==> config.mk <==
export PLATFORM = sky130hd
export DESIGN_NAME = vc_sram_req_rsp_adapter
export DESIGN_NICKNAME = d
export VERILOG_FILES = /design/src/rtl/vc_sram_adapter_pkg.sv /design/src/rtl/vc_sram_adapter_rsp_queue.sv /design/src/rtl/vc_sram_req_rsp_adapter.sv
export SDC_FILE = /design/constraint.sdc
export NUM_CORES = 1
export LEC_CHECK = 0
export BUFFER_PORTS_ARGS = -buffer_cell sky130_fd_sc_hd__buf_4
export CORE_MARGIN = 3
export CORE_UTILIZATION = 30
export CTS_BUF_LIST = sky130_fd_sc_hd__clkbuf_4
export CTS_CLUSTER_SIZE = 8
export DETAILED_ROUTE_END_ITERATION = 12
export PLACE_DENSITY_LB_ADDON = 0.15
export SETUP_SLACK_MARGIN = 0.15
export SYNTH_ARGS = -nofsm -noshare
export SYNTH_HDL_FRONTEND = slang
export SYNTH_SLANG_ARGS = --single-unit
==> constraint.sdc <==
create_clock -name clk -period 2.7 [get_ports clk]
set_input_delay 0.405 -clock clk [delete_from_list [all_inputs] [get_ports clk]]
set_output_delay 0.405 -clock clk [all_outputs]
set_load 0.02 [all_outputs]
==> src/rtl/vc_sram_adapter_pkg.sv <==
`default_nettype none
// ============================================================================
// Module      : vc_sram_adapter_pkg
// Description : Shared encodings and the response entry type for the SRAM
//               request/response adapter.
// Revision    : 1.0 - initial release
// ============================================================================
package vc_sram_adapter_pkg;

    // req_type / rsp_type encoding
    localparam logic c_req_read  = 1'b0;
    localparam logic c_req_write = 1'b1;

    // Data width of the default response entry; the adapter overrides the
    // entry type with one sized to its own word width.
    localparam int c_rsp_data_nbits = 32;

    typedef struct packed {
        logic                        rtype;
        logic [c_rsp_data_nbits-1:0] data;
    } rsp_entry_t;

endpackage
`default_nettype wire

==> src/rtl/vc_sram_adapter_rsp_queue.sv <==
`default_nettype none
// ============================================================================
// Module      : vc_sram_adapter_rsp_queue
// Description : Two-entry FIFO holding responses the consumer has not yet
//               accepted. Head is presented combinationally.
// Revision    : 1.0 - initial release
// ============================================================================
module vc_sram_adapter_rsp_queue
    import vc_sram_adapter_pkg::*;
#(
    parameter type t_entry = rsp_entry_t
) (
    input  logic       clk,
    input  logic       reset,
    input  logic       enq_val,
    input  t_entry     enq_entry,
    input  logic       deq_rdy,
    output logic [1:0] count,
    output t_entry     head
);

    t_entry     r_entries [2];
    logic       r_head_ptr;
    logic       r_tail_ptr;
    logic [1:0] r_count;
    logic       w_enq;
    logic       w_deq;

    assign w_deq = deq_rdy && (r_count != 2'd0);
    // A full queue only accepts a new entry in a cycle that frees a slot.
    assign w_enq = enq_val && ((r_count != 2'd2) || w_deq);

    // Entry storage needs no reset: it is only observed when count says valid.
    always_ff @(posedge clk) begin
        if (w_enq) begin
            r_entries[r_tail_ptr] <= enq_entry;
        end
    end

    // Pointer and occupancy bookkeeping.
    always_ff @(posedge clk or negedge reset) begin
        if (!reset) begin
            r_head_ptr <= 1'b0;
            r_tail_ptr <= 1'b0;
            r_count    <= 2'd0;
        end else begin
            if (w_enq) begin
                r_tail_ptr <= ~r_tail_ptr;
            end
            if (w_deq) begin
                r_head_ptr <= ~r_head_ptr;
            end
            if (w_enq && !w_deq) begin
                r_count <= r_count + 2'd1;
            end else if (w_deq && !w_enq) begin
                r_count <= r_count - 2'd1;
            end
        end
    end

    assign count = r_count;
    assign head  = r_entries[r_head_ptr];

endmodule
`default_nettype wire

==> src/rtl/vc_sram_req_rsp_adapter.sv <==
`default_nettype none
// ============================================================================
// Module      : vc_sram_req_rsp_adapter
// Description : Bridges a val/rdy request/response interface onto a
//               synchronous 1-cycle-latency SRAM. Read data is bypassed to
//               the response port when nothing is queued, otherwise it is
//               queued behind older responses. At most two responses are
//               ever outstanding (queued plus in flight).
//               Build option VC_SRAM_ADAPTER_WRITE_ACK_EN: writes also return
//               a response (type 1, data 0), ordered with reads.
// Revision    : 1.0 - initial release
// ============================================================================
module vc_sram_req_rsp_adapter
    import vc_sram_adapter_pkg::*;
#(
    parameter  int p_data_nbits  = 32,
    parameter  int p_num_entries = 256,
    localparam int c_addr_nbits  = $clog2(p_num_entries),
    localparam int c_data_nbytes = (p_data_nbits + 7) / 8
) (
    input  logic                     clk,
    input  logic                     reset,

    input  logic                     req_val,
    output logic                     req_rdy,
    input  logic                     req_type,
    input  logic [c_addr_nbits-1:0]  req_addr,
    input  logic [p_data_nbits-1:0]  req_data,
    input  logic [c_data_nbytes-1:0] req_byte_en,

    output logic                     rsp_val,
    input  logic                     rsp_rdy,
    output logic                     rsp_type,
    output logic [p_data_nbits-1:0]  rsp_data,

    output logic                     sram_read_en,
    output logic [c_addr_nbits-1:0]  sram_read_addr,
    output logic                     sram_write_en,
    output logic [c_data_nbytes-1:0] sram_write_byte_en,
    output logic [c_addr_nbits-1:0]  sram_write_addr,
    output logic [p_data_nbits-1:0]  sram_write_data,
    input  logic [p_data_nbits-1:0]  sram_read_data
);

    typedef struct packed {
        logic                    rtype;
        logic [p_data_nbits-1:0] data;
    } t_rsp_entry;

    logic       r_active;
    logic       r_inflight;
    logic       r_inflight_type;
    logic       w_xfer;
    logic       w_is_write;
    logic       w_due_set;
    logic       w_queue_empty;
    logic       w_enq;
    logic [1:0] w_count;
    logic [1:0] w_occupancy;
    t_rsp_entry w_due;
    t_rsp_entry w_head;

    // Ready depends only on registered state, never on rsp_rdy. r_active
    // holds ready low while reset is asserted and rises on the first edge after.
    assign w_occupancy = w_count + {1'b0, r_inflight};
    assign req_rdy     = r_active && (w_occupancy < 2'd2);
    assign w_xfer      = req_val && req_rdy;
    assign w_is_write  = (req_type == c_req_write);

    assign sram_read_en       = w_xfer && !w_is_write;
    assign sram_read_addr     = req_addr;
    assign sram_write_en      = w_xfer && w_is_write;
    assign sram_write_byte_en = req_byte_en;
    assign sram_write_addr    = req_addr;
    assign sram_write_data    = req_data;

`ifdef VC_SRAM_ADAPTER_WRITE_ACK_EN
    assign w_due_set = w_xfer;
`else
    assign w_due_set = w_xfer && !w_is_write;
`endif

    // Track the response that becomes due on the next cycle.
    always_ff @(posedge clk or negedge reset) begin
        if (!reset) begin
            r_active        <= 1'b0;
            r_inflight      <= 1'b0;
            r_inflight_type <= c_req_read;
        end else begin
            r_active        <= 1'b1;
            r_inflight      <= w_due_set;
            r_inflight_type <= w_due_set && w_is_write;
        end
    end

    // Due response: SRAM read data is only valid this cycle; write acks carry zero.
    always_comb begin
        w_due.rtype = r_inflight_type;
        w_due.data  = (r_inflight_type == c_req_write) ? '0 : sram_read_data;
    end

    assign w_queue_empty = (w_count == 2'd0);
    assign rsp_val       = r_inflight || !w_queue_empty;
    assign rsp_type      = w_queue_empty ? w_due.rtype : w_head.rtype;
    assign rsp_data      = w_queue_empty ? w_due.data  : w_head.data;
    // Queue the due response unless it was bypassed and taken this cycle.
    assign w_enq         = r_inflight && !(w_queue_empty && rsp_rdy);

    vc_sram_adapter_rsp_queue #(
        .t_entry   (t_rsp_entry)
    ) u_rsp_queue (
        .clk       (clk),
        .reset     (reset),
        .enq_val   (w_enq),
        .enq_entry (w_due),
        .deq_rdy   (rsp_rdy),
        .count     (w_count),
        .head      (w_head)
    );

endmodule
`default_nettype wire

==> results.md, run 1 <==
### Outcome
• complete, no violations — run status

### CTS
• 0 — number of setup buffers added after CTS
• 9 — number of clock buffers inserted by TritonCTS
• 400 ps — latest clock arrival within the worst-skew pair
• 1 — hold buffer count at cts
• 3 — H-tree level count
• yes — CTS tree
• clkbuf_4 — CTS root buf
• 73 — sink count of the clock tree
• 130 ps — CTS clock-pin slew for the worst setup and hold paths
• 0 — total of cells resized after clock tree synthesis
• 2 — clk buf depth

### Global route
• met2 — GRT busiest layer
• 0 — overflow left after global routing
• 36 — pin count of the biggest net entering global routing
• 12.7% — GR Layer Usage met1
• 10.3% — gr usage total
• 4.19% — GR Layer Usage met3
• 16.5% — global-route met2 utilization
• 0 — initial antenna violation count
• 2208 — via count of the first global-routing pass
• 11300 um — first-pass GRT wire length

### Place
• 4500 um — post-DP HPWL
• 73 — IO Port Bufs
• 4080 um^2 — placed instance area
• 789 ps — Place WS
• 0.659 — routability congestion estimate from global placement

### Worst hold path
• r_inflight$_DFF_PN0_ — Hold Path Sink
• in -> reg — class of the worst hold path
• req_type — startpoint of the lowest-slack hold path
• 2 — cell depth of the worst hold path

### Cells and area
• 2160 um^2 — area used by sequential logic in the layout
• buf_4, edfxtp_1, nor2_1 — most used cells in the layout excluding fill and tap cells
• 401 — final layout net count
• 4270 um^2 — post-route standard cell area excluding fillers
• 40.1% — proportion of layout cells with a drive suffix above 1
• 1090 um^2 — Multi-input gate area
• 14.8% — layout-stage area growth over the synthesis result
• buf_4 — leading cell type in the layout, fill and taps excluded
• 1230 — fill cell total of the finished layout
• 0 — # diodes

### Detailed routing
• 88 — initial detailed-routing violation count
• 0 — final antenna-violating net count
• 2041 — total via count in the routed design
• 4.15 — vias per cell
• 4 — detailed-routing iteration count for the pre-antenna-repair pass
• 0 — DR DRC count
• 6840 um — final WL
• 13.9 um — average wire per cell in the routed design

### Critical path
• 7 — number of cells traversed by the worst register-to-register path
• 2300 ps — Req. time, crit path
• u_rsp_queue.count[1]$_DFFE_PN0P_ — endpoint of the worst register-to-register path
• u_rsp_queue.count[1]$_DFFE_PN0P_ — Critical R2R Launch
• 860 ps — worst-case register-to-register setup slack
• 1920 ps — Worst Path Arrival
• register — crit path launch type
• reg -> out — critical path class
• output port — type of destination of the critical path
• 13 — maximum fanout along the worst path

### Yosys
• 0 — count of yosys warnings during synthesis
• 12.7 um^2 — mean post-synth cell area
• 3720 um^2 — cell area after technology mapping
• 23 — count of different cell masters after synthesis
• 73 — post-synthesis sequential element count
• 57.9% — sequential element share of the synthesized area
• 294 — Cells after Synth
• 376 — net count after synthesis

### Timing
• 15.8 ps — clock skew after layout
• 430 MHz — achievable frequency
• 2320 ps — post-layout minimum cycle time
• 0 — hold violation total from the final report
• false — unrepaired setup endpoints after global routing
• 375 ps — post-route setup slack
• 86.1% — share of the clock period used by the worst path after layout
• 0 — Final Max Slew Viols
• 539 ps — Worst Max-Slew Pin Slew
• 0 — number of setup violations in the final report
• 63.8% — worst slew slack as a fraction of its limit
• 0 ps — total negative slack

### Die
• 170 — num ports
• 40 — Site Rows
• 13800 um^2 — Die Footprint
• 117 um — Chip Height
• 30.9% — effective utilization at floorplan
• 117 um — Die Wd
• 12100 um^2 — area inside the core boundary

### Power
• 1030 nW/um^2 — Pwr Density
• 1.65 nW — cell leakage power
• 0.000548 V — largest voltage drop on the vdd net

### Job
• 0 — number of max-cap violations

-- sequential cells by signal, indices dropped and copies added, names as in the netlist --
register,cells
r_active,1
r_inflight,1
r_inflight_type,1
u_rsp_queue.count,2
u_rsp_queue.r_entries,66
u_rsp_queue.r_head_ptr,1
u_rsp_queue.r_tail_ptr,1
-- per-layer routing --
layer | wire length [um] | share of wire (%)
met1 | 3030 | 44
met2 | 3190 | 47
met3 | 494 | 7.2
met4 | 125 | 1.8
met5 | 0 | 0
-- worst max-delay path, cell delays in order (launching register included) --
cell and delay, ps:
dfrtp_2 640, buf_4 330, mux2i_1 300, a21oi_2 80, buf_4 160
-- metrics by stage --
stage               hold WS (ps)  instances  power [W]  utilization (%)
floorplan                    109        294    0.00300                -
global placement             226        475    0.00364             33.8
detailed placement           226        475    0.00365             33.8
CTS                          247        492    0.00451             35.4
global route                 246        492    0.00472             35.4
finish                       279        492    0.00442             35.4
-- synthesized netlist by cell type --
library cell | instances | share of area, %
xnor2_1 | 4 | 0.94
nor2b_1 | 32 | 5.4
a21oi_1 | 4 | 0.54
xor2_1 | 2 | 0.47
o21ai_1 | 1 | 0.13
clkbuf_1 | 3 | 0.30
buf_2 | 8 | 1.1
or2_1 | 1 | 0.17
o21a_1 | 1 | 0.20
mux2i_1 | 33 | 8.9
and3_1 | 2 | 0.34
inv_1 | 2 | 0.20
and3b_1 | 1 | 0.24
dfrtp_1 | 7 | 4.7
edfxtp_1 | 66 | 53
buf_4 | 52 | 10
a21oi_2 | 30 | 7.1
buf_6 | 4 | 1.2
or3_1 | 1 | 0.17
nand2_1 | 1 | 0.10
ha_1 | 1 | 0.34
conb_1 | 2 | 0.20
nor2_1 | 36 | 3.6
-- power by group --
part,total [W],leakage [nW],internal (W),switching [W]
Clock,0.000845,0.0921,0.000468,0.000377
Sequential,0.00143,0.688,0.00132,0.000102
Combinational,0.00215,0.873,0.000937,0.00121
-- final cells by class --
cell class / count / area share [%]
clock buffers: 9 / 1.58
clock inverters: 7 / 2.78
inverters: 2 / 0.176
multi-input cells: 152 / 25.5
flip-flops and latches: 73 / 50.5
well taps: 168 / 4.92
repair buffers: 81 / 14.6
-- cells by family (layout without fill, tap and decap cells) --
| group | after synthesis | in the layout | share of synthesized area, % |
|---|---|---|---|
| other | 2 | 2 | 0.202 |
| multiplexers | 33 | 33 | 8.87 |
| buffers and inverters | 69 | 99 | 13.3 |
| flip-flops | 73 | 73 | 57.9 |
| AO/OA/AOI/OAI | 36 | 36 | 7.93 |
| XOR/XNOR | 6 | 6 | 1.41 |
| AND/OR/NAND/NOR | 74 | 74 | 10.0 |
| adder cells (fa/ha/maj) | 1 | 1 | 0.336 |
-- worst max path at each step --
stage | startpoint | to | slack (ps) | cells past startpoint
final | u_rsp_queue.r_head_ptr$_DFFE_PN0N_ | rsp_data[10] | 380 | 4
after global routing | u_rsp_queue.count[0]$_DFFE_PN0P_ | rsp_data[16] | 200 | 5
after CTS | u_rsp_queue.r_head_ptr$_DFFE_PN0N_ | rsp_data[10] | 310 | 4
after detailed placement | rsp_rdy | u_rsp_queue.count[1]$_DFFE_PN0P_ | 790 | 8
after global placement | u_rsp_queue.r_head_ptr$_DFFE_PN0N_ | rsp_data[10] | 800 | 4
after floorplan | u_rsp_queue.count[1]$_DFFE_PN0P_ | u_rsp_queue.r_entries[0][0]$_DFFE_PP_ | 180 | 3
Power figures use the tool's default switching activity.
==> run 2: changes to the inputs <==
Settings changed: GPL_ROUTABILITY_DRIVEN from default to 0, SYNTH_HIERARCHICAL from default to 1.
==> results.md, run 2 <==
### Outcome
• complete, no violations — run status

### Critical path
• u_rsp_queue/count[0]$_DFFE_PN0P_ — Critical R2R Launch
• 6 — number of cells traversed by the worst register-to-register path
• dfrtp_4 — Critical Path Slowest Stage Cell
• 580 ps — longest individual stage delay on the worst path
• 2300 ps — Req. time, crit path
• output port — type of destination of the critical path
• register — crit path launch type
• 760 ps — worst-case register-to-register setup slack
• buf_12 > mux2_2 > mux2_2 > buf_4 — cell-by-cell trace of the critical path
• multiplexers — kind of cell adding the most delay to the critical path
• 2 — Worst Path Buf+Inv
• u_rsp_queue/r_entries[1][32]$_DFFE_PP_ — endpoint of the worst register-to-register path
• mux2_2 — CP most frequent cell
• 21 — maximum fanout along the worst path
• reg -> out — critical path class
• 1990 ps — Worst Path Arrival

### Yosys
• edfxtp_1, mux2_2, buf_4 — most frequent cells after synthesis
• 26 — count of different cell masters after synthesis
• 73 — post-synthesis sequential element count
• edfxtp_1 — leading register cell type out of synthesis
• 0.330% — synthesized-area fraction occupied by adder cells
• 7.27% — Simple-Gate Fraction of Synth Area
• 1.09% — fraction of the mapped netlist area in compound gates
• multiplexers — main combinational cell family by area after synthesis
• 3790 um^2 — cell area after technology mapping
• 66 — Post-synth EDFFs
• 14.7 um^2 — mean post-synth cell area
• 339 — net count after synthesis
• 6 — count of yosys warnings during synthesis
• edfxtp_1 — most common cell in the synthesized netlist
• 19.8% — portion of netlist area occupied by mux cells
• 52.3% — area fraction of the dominant cell type after synthesis
• edfxtp_1, mux2_2, buf_4 — cells taking the most area after synthesis
• 57.0% — sequential element share of the synthesized area
• edfxtp_1 — largest area contributor in the synthesized netlist
• 9.59% — fraction of registers with async set/reset
• 257 — Cells after Synth
• 1.16% — xor and xnor fraction of the mapped netlist area

### Timing
• 15.6 ps — clock skew after layout
• 0 — Final Max Slew Viols
• 0 — number of setup violations in the final report
• 0 ps — total negative slack
• 88.7% — share of the clock period used by the worst path after layout
• 305 ps — post-route setup slack
• 2390 ps — post-layout minimum cycle time
• false — unrepaired setup endpoints after global routing
• 0 — hold violation total from the final report
• 418 MHz — achievable frequency

### Worst hold path
• 2 — cell depth of the worst hold path
• req_type — startpoint of the lowest-slack hold path
• in -> reg — class of the worst hold path
• r_inflight$_DFF_PN0_ — Hold Path Sink

### Die
• 118 um — Die Wd
• 118 um — Chip Height
• 40 — Site Rows
• 170 — num ports
• 14000 um^2 — Die Footprint
• 31.1% — effective utilization at floorplan
• 12200 um^2 — area inside the core boundary

### Cells and area
• 369 — final layout net count
• 14.9% — layout-stage area growth over the synthesis result
• 0 — # diodes
• 66 — Largest register FFs
• u_rsp_queue/r_entries — register with the most flip-flops
• 58.6% — proportion of layout cells with a drive suffix above 1
• buf_4, edfxtp_1, mux2_2 — most used cells in the layout excluding fill and tap cells
• buf_4 — leading cell type in the layout, fill and taps excluded

### Job
• 0 — number of max-cap violations

### Detailed routing
• 14.8 um — average wire per cell in the routed design
• 0 — final antenna-violating net count
• 83 — initial detailed-routing violation count
• 4 — detailed-routing iteration count for the pre-antenna-repair pass
• 0 — DR DRC count
• 4.25 — vias per cell
• 1956 — total via count in the routed design
• 6790 um — final WL

### CTS
• 9 — number of clock buffers inserted by TritonCTS
• clkbuf_4 — CTS root buf
• 0 — number of setup buffers added after CTS
• 110 ps — CTS clock-pin slew for the worst setup and hold paths
• 410 ps — latest clock arrival within the worst-skew pair
• yes — CTS tree
• 3 — H-tree level count
• 2 — clk buf depth
• 73 — sink count of the clock tree

### Global route
• 34 — pin count of the biggest net entering global routing
• 10900 um — first-pass GRT wire length
• 0 — initial antenna violation count
• 9.83% — gr usage total
• 2106 — via count of the first global-routing pass
• 0 — overflow left after global routing

### Place
• 658 ps — Place WS
• 4380 um — post-DP HPWL
• 73 — IO Port Bufs

### Power
• 0.000276 V — largest voltage drop on the vdd net
• 1.61 nW — cell leakage power
• 930 nW/um^2 — Pwr Density

==> run 2: area by class of cell <==
cell class	count	area, um^2
clock inverter	5	104
fill	1209	7810
multi-input combinational	120	1140
tap	168	210
clock buffer	11	82.6
timing repair buffer	81	648
inverter	2	7.51
sequential	73	2160
==> run 2: how the worst max path moves through the flow <==
stage | start | end | slack, ps | cells past startpoint
after floorplan | u_rsp_queue/count[0]$_DFFE_PN0P_ | u_rsp_queue/r_entries[0][0]$_DFFE_PP_ | 200 | 5
after global placement | u_rsp_queue/r_head_ptr$_DFFE_PN0N_ | rsp_data[5] | 660 | 4
after detailed placement | u_rsp_queue/r_head_ptr$_DFFE_PN0N_ | rsp_data[14] | 660 | 4
after CTS | u_rsp_queue/r_head_ptr$_DFFE_PN0N_ | rsp_data[2] | 190 | 4
after global routing | u_rsp_queue/count[0]$_DFFE_PN0P_ | rsp_data[2] | 180 | 4
final | u_rsp_queue/r_head_ptr$_DFFE_PN0N_ | rsp_data[2] | 310 | 4
==> run 2: stage by stage <==
step	area, um^2	util [%]	hold slack (ps)	total power [W]	std cells
6_report	4350	35.8	172	0.00405	460
3_3_place_gp	4150	34.2	229	0.00325	443
4_1_cts	4350	35.8	130	0.00413	460
3_5_place_dp	4150	34.2	230	0.00324	443
5_1_grt	4350	35.8	135	0.00426	460
2_1_floorplan	3790	-	109	0.00279	257
==> run 2: logic make-up (layout without fill, tap and decap cells) <==
kind of cell,count (synthesis),count (layout)
simple gates,42,42
compound gates,4,4
flops,73,73
xor+xnor,5,5
other cells,2,2
mux,66,66
buf+inv,64,99
fa+ha+maj,1,1
==> run 2: per-layer routing <==
metal | global-route usage, % | up-vias | share of wire, %
li1 | - | 922 | -
met5 | 0 | - | 0
met2 | 15.1 | 72 | 44
met4 | 3.44 | 0 | 1.5
met3 | 4.21 | 18 | 6.4
met1 | 12.4 | 944 | 48
==> run 2: worst register-to-register path, cell delays in order (launching register included) <==
cell	delay [ps]
dfrtp_1	590
nor2_4	80
a21boi_0	320
o31ai_4	170
inv_2	80
and2_2	160
buf_12	210
==> run 2: power breakdown <==
group | leakage [nW] | total [W] | switching, W | internal [W]
sequential | 0.688 | 0.00144 | 0.000114 | 0.00133
clock | 0.101 | 0.000861 | 0.000371 | 0.000490
combinational | 0.822 | 0.00175 | 0.000837 | 0.000910
==> run 2: timing repair <==
item	CTS	global route
resized for setup	0	1
setup endpoints to repair	0	15
hold endpoints to repair	7	0
hold buffers	1	0
==> run 3: changes to the inputs <==
Settings changed: CORE_ASPECT_RATIO from default to 0.6.
==> results.md, run 3 (synthesized netlist as in run 2, its figures left out) <==
### Timing
• 411 MHz — achievable frequency
• 0 — number of setup violations in the final report
• 0 ps — total negative slack
• 2430 ps — post-layout minimum cycle time
• 12.7 ps — clock skew after layout
• 0 — hold violation total from the final report
• 90.1% — share of the clock period used by the worst path after layout
• 0 — Final Max Slew Viols
• 170 ps — minimum hold slack
• false — unrepaired setup endpoints after global routing

### Detailed routing
• met4 — uppermost routed layer
• 4.16 — vias per cell
• 0 — DR DRC count
• 7180 um — final WL
• 0 — final antenna-violating net count
• 15.7 um — average wire per cell in the routed design
• 3010 um — met2 layer wire length in the routed design
• 514 um — routed length on met3
• 1902 — total via count in the routed design
• 73 — initial detailed-routing violation count
• 3560 um — post-route met1 wirelength
• 4 — detailed-routing iteration count for the pre-antenna-repair pass

### Place
• 73 — IO Port Bufs
• 440 — placed cell count
• 4140 um^2 — placed instance area
• 4550 um — post-DP HPWL

### Power
• 0.000314 V — largest voltage drop on the vdd net
• 0.00243 W — Pint
• 46.8% — Comb pwr share
• 879 nW/um^2 — Pwr Density
• 38.3% — share of total power in sequential cells
• 14.9% — clock network power share
• 1.57 nW — cell leakage power
• 35.1% — share of total power consumed by net switching
• 0.00374 W — Pwr Total
• 0.00131 W — sw power

### Die
• 31.1% — effective utilization at floorplan
• 14100 um^2 — Die Footprint
• 31 — Site Rows
• 12200 um^2 — area inside the core boundary
• 170 — num ports
• 93.0 um — Chip Height
• 151 um — Die Wd

### CTS
• 410 ps — latest clock arrival within the worst-skew pair
• 9 — number of clock buffers inserted by TritonCTS
• 0 — number of setup buffers added after CTS
• 73 — sink count of the clock tree
• 110 ps — CTS clock-pin slew for the worst setup and hold paths
• yes — CTS tree
• clkbuf_4 — CTS root buf
• 3 — H-tree level count
• 2 — clk buf depth

### Critical path
• 21 — maximum fanout along the worst path
• register — crit path launch type
• mux2_2 — CP most frequent cell
• output port — type of destination of the critical path
• dfrtp_4 — Critical Path Slowest Stage Cell
• 2 — Worst Path Buf+Inv
• 580 ps — longest individual stage delay on the worst path
• buf_12 > mux2_2 > mux2_2 > buf_4 — cell-by-cell trace of the critical path
• reg -> out — critical path class
• multiplexers — kind of cell adding the most delay to the critical path
• 2030 ps — Worst Path Arrival
• 2300 ps — Req. time, crit path

### Global route
• 10.5% — gr usage total
• 34 — pin count of the biggest net entering global routing
• 10900 um — first-pass GRT wire length
• 0 — initial antenna violation count
• 2032 — via count of the first global-routing pass
• 0 — overflow left after global routing

### Cells and area
• 0 — # diodes
• buf_4 — leading cell type in the layout, fill and taps excluded
• 12.5% — layout-stage area growth over the synthesis result
• 66 — Largest register FFs
• 4260 um^2 — post-route standard cell area excluding fillers
• 1225 — fill cell total of the finished layout
• 1140 um^2 — Multi-input gate area
• 369 — final layout net count
• 457 — count of non-filler cells in the finished layout
• 2160 um^2 — area used by sequential logic in the layout
• u_rsp_queue/r_entries — register with the most flip-flops
• buf_4, edfxtp_1, mux2_2 — most used cells in the layout excluding fill and tap cells
• 57.9% — proportion of layout cells with a drive suffix above 1

### Job
• 0 — number of max-cap violations

### Outcome
• complete, no violations — run status

### Worst hold path
• in -> reg — class of the worst hold path

[run 3: cell types whose count changed in the layout (fill, tap and decap cells not counted), sizes merged]
cell / before / now
clkinv: 2 / 5
bufinv: 3 / 0
[run 3: power groups by stage]
stage / registers (W) / clock network, W / logic (W)
detailed placement: 0.00146 / 0 / 0.00177
floorplan: 0.00140 / 0 / 0.00139
global route: 0.00145 / 0.000645 / 0.00189
finish: 0.00143 / 0.000558 / 0.00175
CTS: 0.00144 / 0.000593 / 0.00179
global placement: 0.00146 / 0 / 0.00177
[run 3: final timing paths]
| kind | depth (start not counted) | startpoint | slack, ps | end |
|---|---|---|---|---|
| min in group asynchronous | 2 | reset | 350 | r_inflight$_DFF_PN0_ |
| max reg2reg | 6 | u_rsp_queue/count[0]$_DFFE_PN0P_ | 760 | u_rsp_queue/r_entries[1][24]$_DFFE_PP_ |
| max in group asynchronous | 2 | reset | 2210 | u_rsp_queue/r_head_ptr$_DFFE_PN0N_ |
| min reg2reg | 1 | u_rsp_queue/r_tail_ptr$_DFFE_PN0N_ | 560 | u_rsp_queue/r_tail_ptr$_DFFE_PN0N_ |
| max | 4 | u_rsp_queue/r_head_ptr$_DFFE_PN0N_ | 270 | rsp_data[23] |
| min | 2 | req_type | 170 | r_inflight$_DFF_PN0_ |
[run 3: stage by stage]
stage | util (%) | worst slack [ps]
6_report | 35.0 | 268
5_1_grt | 35.0 | 164
4_1_cts | 35.0 | 204
3_5_place_dp | 34.0 | 636
3_3_place_gp | 34.0 | 643
2_1_floorplan | - | 203
[run 3: metal layers]
metal | vias to the layer above | track usage, %
met2 | 71 | 14.9
met4 | 0 | 3.85
met3 | 14 | 4.99
li1 | 922 | -
met5 | - | 0
met1 | 895 | 14.0
[run 3: final cells by class]
| type | instances | area share [%] |
|---|---|---|
| Timing Repair Buffer | 81 | 15.0 |
| Sequential cell | 73 | 50.7 |
| Tap cell | 165 | 4.85 |
| Multi-Input combinational cell | 120 | 26.8 |
| Clock inverter | 5 | 0.529 |
| Clock buffer | 11 | 1.94 |
| Inverter | 2 | 0.176 |
[run 3: worst register-to-register path: cells and delay by family, from the launching register on]
kind / cells / cell delay [ps]
buf+inv: 2 / 360
flops: 1 / 560
simple gates: 2 / 210
compound gates: 2 / 490
[run 3: what timing repair did]
item | 4_1_cts | 5_1_grt
hold endpoints to repair | 7 | 0
resized for setup | 2 | 0
hold buffers | 1 | 0
endpoints found under the setup margin | 4 | 0
